[config.mk]
export PLATFORM = sky130hd
export DESIGN_NAME = reg_file_write_port_flat
export DESIGN_NICKNAME = d
export VERILOG_FILES = /design/src/rtl/reg_file_write_port_if.sv /design/src/rtl/reg_file_write_port.sv /design/src/flat_wrapper.sv
export SDC_FILE = /design/constraint.sdc
export NUM_CORES = 2
export LEC_CHECK = 0
export BUFFER_PORTS_ARGS = -buffer_cell sky130_fd_sc_hd__buf_2
export CORE_AREA = 2 2 430 432
export DETAILED_ROUTE_END_ITERATION = 10
export DIE_AREA = 0 0 432 434
export MAX_ROUTING_LAYER = met4
export PLACE_DENSITY = 0.47
export SYNTH_ARGS = -nofsm -noshare
export SYNTH_HDL_FRONTEND = slang
export SYNTH_SLANG_ARGS = --single-unit
[constraint.sdc]
create_clock -name clk_i -period 2.3 [get_ports clk_i]
set_input_delay 0.23 -clock clk_i [delete_from_list [all_inputs] [get_ports clk_i]]
set_output_delay 0.23 -clock clk_i [all_outputs]
set_load 0.005 [all_outputs]
[src/rtl/reg_file_write_port_if.sv]
// Write-request handshake for the register-file write port.
// The master (producer) drives the request and the slave (write port) returns ready.
interface reg_file_write_port_if #(
  parameter int WIDTH = 32,
  parameter int SIZE  = 5
) ();
  logic             wr_valid;
  logic             wr_ready;
  logic [SIZE-1:0]  wr_addr;
  logic [WIDTH-1:0] wr_data;

  modport master (output wr_valid, output wr_addr, output wr_data, input wr_ready);
  modport slave  (input wr_valid, input wr_addr, input wr_data, output wr_ready);
endinterface

[src/rtl/reg_file_write_port.sv]
// Write side of the 32-entry register file: a small request FIFO drained one entry
// per cycle into the register array, which is exposed flat to the read mux.

module reg_file_cell #(
  parameter int WIDTH = 32
) (
  input  logic             clk_i,
  input  logic             reset_i,
  input  logic             we_i,
  input  logic [WIDTH-1:0] d_i,
  output logic [WIDTH-1:0] q_o
);
  logic [WIDTH-1:0] q_q;

  always_ff @(posedge clk_i) begin
    if (reset_i)   q_q <= '0;
    else if (we_i) q_q <= d_i;
  end

  assign q_o = q_q;
endmodule

module reg_file_write_port #(
  parameter int WIDTH = 32,
  parameter int SIZE  = 5,
  parameter int DEPTH = 4
) (
  input  logic                         clk_i,
  input  logic                         reset_i,
  reg_file_write_port_if.slave         wr,
  input  logic                         commit_en_i,
  output logic [31:0]                  wr_en_onehot_o,
  output logic [32*WIDTH-1:0]          regs_flat_o,
  output logic [$clog2(DEPTH+1)-1:0]   pending_o,
  output logic                         busy_o
);
  localparam int NREG  = 32;
  localparam int PTR_W = $clog2(DEPTH);
  localparam int CNT_W = $clog2(DEPTH+1);

  typedef struct packed {
    logic [SIZE-1:0]  addr;
    logic [WIDTH-1:0] data;
  } wr_req_t;

  wr_req_t                    fifo_q [DEPTH];
  logic [PTR_W-1:0]           wr_ptr_q, wr_ptr_d, rd_ptr_q, rd_ptr_d;
  logic [CNT_W-1:0]           cnt_q, cnt_d;
  logic [NREG-1:0]            we_d, wr_en_q;
  logic [NREG-1:0][WIDTH-1:0] regs;
  logic                       push, pop;
  wr_req_t                    head;

  // Ready depends only on occupancy, so a full FIFO refuses even when a pop is coming.
  assign wr.wr_ready = (cnt_q < CNT_W'(DEPTH));
  assign push        = wr.wr_valid && wr.wr_ready;
  assign pop         = (cnt_q != '0) && commit_en_i;
  assign head        = fifo_q[rd_ptr_q];

  always_comb begin
    wr_ptr_d = wr_ptr_q;
    rd_ptr_d = rd_ptr_q;
    cnt_d    = cnt_q;
    we_d     = '0;
    if (push) wr_ptr_d = wr_ptr_q + PTR_W'(1);
    if (pop) begin
      rd_ptr_d = rd_ptr_q + PTR_W'(1);
      // Register 0 is hardwired: its entry is consumed but no enable fires.
      if (head.addr != '0) we_d[head.addr] = 1'b1;
    end
    case ({push, pop})
      2'b10:   cnt_d = cnt_q + CNT_W'(1);
      2'b01:   cnt_d = cnt_q - CNT_W'(1);
      default: cnt_d = cnt_q;
    endcase
  end

  always_ff @(posedge clk_i) begin
    if (reset_i) begin
      wr_ptr_q <= '0;
      rd_ptr_q <= '0;
      cnt_q    <= '0;
      wr_en_q  <= '0;
    end else begin
      wr_ptr_q <= wr_ptr_d;
      rd_ptr_q <= rd_ptr_d;
      cnt_q    <= cnt_d;
      wr_en_q  <= we_d;
    end
  end

  // Payload storage needs no reset; the pointer reset alone discards buffered entries.
  always_ff @(posedge clk_i) begin
    if (push) fifo_q[wr_ptr_q] <= {wr.wr_addr, wr.wr_data};
  end

  for (genvar i = 0; i < NREG; i++) begin : g_reg
    if (i == 0) begin : g_zero
      assign regs[i] = '0;
    end else begin : g_cell
      reg_file_cell #(.WIDTH(WIDTH)) u_cell (
        .clk_i   (clk_i),
        .reset_i (reset_i),
        .we_i    (we_d[i]),
        .d_i     (head.data),
        .q_o     (regs[i])
      );
    end
  end

  assign regs_flat_o    = regs;
  assign wr_en_onehot_o = wr_en_q;
  assign pending_o      = cnt_q;
  assign busy_o         = (cnt_q != '0);
endmodule
[src/flat_wrapper.sv]
// flat-port wrapper written by rule: the top's interface ports become plain ports
module reg_file_write_port_flat 
#(
  parameter int WIDTH = 32,
  parameter int SIZE  = 5,
  parameter int DEPTH = 4
)
  (clk_i, reset_i, commit_en_i, wr_en_onehot_o, regs_flat_o, pending_o, busy_o, wr_wr_valid, wr_wr_addr, wr_wr_data, wr_wr_ready);
  reg_file_write_port_if #(.WIDTH(WIDTH), .SIZE(SIZE)) wr_i ();
  input  logic clk_i;
  input  logic reset_i;
  input  logic commit_en_i;
  output logic [31:0] wr_en_onehot_o;
  output logic [32*WIDTH-1:0] regs_flat_o;
  output logic [$clog2(DEPTH+1)-1:0] pending_o;
  output logic busy_o;
  input wire logic [$bits(wr_i.wr_valid)-1:0] wr_wr_valid;
  input wire logic [$bits(wr_i.wr_addr)-1:0] wr_wr_addr;
  input wire logic [$bits(wr_i.wr_data)-1:0] wr_wr_data;
  output wire logic [$bits(wr_i.wr_ready)-1:0] wr_wr_ready;
  assign wr_i.wr_valid = wr_wr_valid;
  assign wr_i.wr_addr = wr_wr_addr;
  assign wr_i.wr_data = wr_wr_data;
  assign wr_wr_ready = wr_i.wr_ready;
  reg_file_write_port #(.WIDTH(WIDTH), .SIZE(SIZE), .DEPTH(DEPTH)) u_core (.clk_i(clk_i), .reset_i(reset_i), .wr(wr_i), .commit_en_i(commit_en_i), .wr_en_onehot_o(wr_en_onehot_o), .regs_flat_o(regs_flat_o), .pending_o(pending_o), .busy_o(busy_o));
endmodule
==> flow_summary.toml <==
[logic_synthesis]
ys_seq_area_frac = 0.561
syn-cell-area_mm2 = 0.0448
ys_async_sr_fraction = 0
syn_area_per_cell_um2 = 12.1
ys_ff_latch = 1181
syn_inst = 3708
ys_types = 36
synth_edf_count = 148
synth_area_leaders = "dfxtp_1 (46%), mux2i_1 (22%), nand2b_1 (14%), edfxtp_1 (9.9%), clkbuf_1 (1.9%)"
yosysWarnings = 0
yosysTopAreaCellShare = 0.462
ys.flop_type = "dfxtp_1"
post-synth-top-area-cell = "dfxtp_1"

[clock_network]
root_buffer = "clkbuf_16"
clockBufferDepth = 3
cts_sinks = 1181
cts_htree_levels = 4
worst_skew_pair.late_latency_ns = 0.80
numCtsBuffers = 139
cts_tree = "yes"
clk_pin_slew_ns = 0.06

[grt]
grt_pass1_vias = 31200
grt_usage = 0.194
grt_max_degree = 114
antenna_found_initial = 31
grt_overflow = 0
grt_pass1_wl_mm = 249

[sta]
hold_ws_ns = 0.211
period_share = 1.01
finalWorstSetupSlack_ns = -0.0141
slew_headroom = 0.633
finalHoldViolations = 0
setup_tns_ns = -0.102
tightestPinTransition_ns = 0.551
finalSetupViolCount = 20
finalCriticalPeriod_ns = 2.31
finClkSkew_ns = 0.0304
drv_slew = 0
timing.fmax_mhz = 432
rsz0062_at_grt = "yes"

[routing]
wl_per_cell_um = 25.9
vias_per_cell = 4.29
ant_nets = 0
first_pass_iters = 8
drc_errors = 0
drt_iter0_markers = 1788
wirelength_mm = 192
vias = 31700

[critical_path]
start_kind = "flip-flop"
cpPeakStageDelay_ns = 0.54
r2r_slack_ns = -0.01
critPathRequiredTime_ns = 2.97
cpMostUsedCell = "buf_6"
worstPathArrival_ns = 2.98
path_max_fanout = 8
worstReg2RegEnd = "u_core.g_reg[5].g_cell.u_cell.q_o[2]"
path_depth = 9
r2r_cells = 9
crit_end = "u_core.g_reg[5].g_cell.u_cell.q_o[2]"
crit_type = "reg2reg"
endpoint_kind = "flip-flop"
crit_chain = "buf_6 > mux4_2 > buf_6 > nor4b_4 > buf_4 > buf_8 > nand2_8 > clkbuf_16 > mux2i_1"
critical-path-slowest-cell = "mux4_2"
path_buf_inv = 5
crit_family = "buffers and inverters"

[place]
gp_congestion = 0.782
pre_cts_ws_ns = -0.214
port_buffers = 1069
post-dp-hpwl_mm = 128

[floorplanning]
ioPinCount = 1102
rows = 157
dieArea_mm2 = 0.187
initial_core_util = 0.246
coreArea_mm2 = 0.182
die_w_um = 432
die_h_um = 434

[power_and_ir_drop]
vdd_drop_max_mv = 0.480
power_density_mw_per_mm2 = 902
p_leak_uw = 0.0320

[worst_hold_path]
hold_start = "wr_wr_data[12]"
hold_path.class = "in2reg"

[outcome]
violations = "setup timing"
status = "complete, but fails checks"

[layout]
area_growth_pct = 35.8
fin_nets = 4929
drive_above_1_share = 0.330

[run]
max_cap_violations = 0
cell usage after synthesis (2+ instances only):
library cell / number
a21oi_1: 3
and2_1: 4
and4b_1: 3
buf_2: 47
buf_4: 76
buf_6: 10
clkbuf_1: 222
dfxtp_1: 1033
edfxtp_1: 148
ha_1: 5
inv_1: 7
mux2i_1: 992
mux4_2: 37
nand2_1: 13
nand2_2: 12
nand2b_1: 1024
nand3_2: 4
nand3_4: 3
nor2_1: 41
nor2b_1: 4
nor4b_4: 2
xnor2_1: 2
xor2_1: 3
metrics by stage:
stage / utilization / cells / power, µW / area, µm²
after floorplan: - / 3740 / 26600 / 44900
after global placement: 0.299 / 7033 / 32500 / 54600
after detailed placement: 0.299 / 7033 / 32500 / 54600
after CTS: 0.328 / 7334 / 55400 / 59800
after global routing: 0.333 / 7388 / 56900 / 60800
final: 0.333 / 7392 / 54900 / 60800
cells by family after synthesis:
group | after synthesis | synth area share
DFF | 1181 | 0.561
and+or+nand+nor | 1117 | 0.155
muxes | 1029 | 0.240
buffers and inverters | 364 | 0.0399
adders and majority gates | 6 | 0.00184
AOI/OAI and AO/OA | 5 | 0.000921
xor gates and xnor gates | 5 | 0.000978
other | 1 | 0.0000837
per-layer routing:
metal | vias up | global-route usage | part of all wire
li1 | 14700 | - | -
met1 | 15900 | 0.225 | 0.42
met2 | 920 | 0.332 | 0.50
met3 | 269 | 0.0397 | 0.050
met4 | 0 | 0.0658 | 0.031
met5 | - | - | 0
cell type report:
class | instances | area, µm²
Clock buffer | 214 | 4130
Fill cell | 18500 | 122000
Clock inverter | 37 | 512
Inverter | 8 | 30.0
Sequential cell | 1181 | 25100
Timing Repair Buffer | 1356 | 9630
Antenna cell | 15 | 37.5
Multi-Input combinational cell | 2196 | 18400
Tap cell | 2385 | 2980
cell usage in the layout, fill, tap and decap left out, types with 5 or more instances in the layout:
| cell type | count |
|---|---|
| nand2_2 | 13 |
| nand2_8 | 7 |
| buf_12 | 117 |
| clkinv_8 | 6 |
| dfxtp_1 | 1031 |
| nand2b_4 | 14 |
| mux4_2 | 37 |
| buf_6 | 16 |
| nand2b_1 | 992 |
| mux2i_1 | 992 |
| clkbuf_16 | 162 |
| buf_16 | 6 |
| nor2_1 | 39 |
| inv_1 | 7 |
| diode_2 | 15 |
| nand3_4 | 6 |
| buf_2 | 1068 |
| clkinv_2 | 12 |
| clkbuf_8 | 30 |
| conb_1 | 33 |
| ha_1 | 5 |
| edfxtp_1 | 148 |
| buf_4 | 84 |
| clkbuf_1 | 41 |
| dlygate4sd3_1 | 41 |
| nand2b_2 | 18 |
| bufinv_16 | 7 |
how the worst min path moves through the flow:
stage                     slack (ns)                   end  depth (start not counted)
after detailed placement        0.45  u_core.fifo_q[1][31]                          1
after global routing            0.16   u_core.fifo_q[2][1]                          2
after CTS                       0.10   u_core.fifo_q[2][1]                          2
final                           0.21  u_core.fifo_q[2][12]                          2
after global placement          0.45  u_core.fifo_q[2][21]                          1
after floorplan                 0.33   u_core.fifo_q[0][0]                          0
flip-flops by register name (all words and copies together), names as in the netlist, named ones only:
register,cells
u_core.fifo_q,148
u_core.g.g_cell.u_cell.q_o,992
u_core.pending_o,3
u_core.rd_ptr_q,2
u_core.wr_en_onehot_o,32
u_core.wr_ptr_q,2
repair_timing:
| action | 4_1_cts | 5_1_grt |
|---|---|---|
| gates resized for setup | 10 | 51 |
| setup buffers | 7 | 16 |
| endpoints found under the setup margin | 502 | 477 |
| endpoints found under the hold margin | 157 | 0 |
| pin swaps | 2 | 5 |
| hold buffers | 41 | 0 |
| gates cloned | 2 | 27 |
report_power, final:
part	internal [µW]	switching, µW	leakage [µW]	total (µW)
combinational	3850	6570	0.0201	10400
sequential	21700	319	0.00968	22000
clock	13200	9260	0.00227	22500
total	38800	16200	0.0320	54900
No activity file was read; power rests on OpenSTA's default activity.
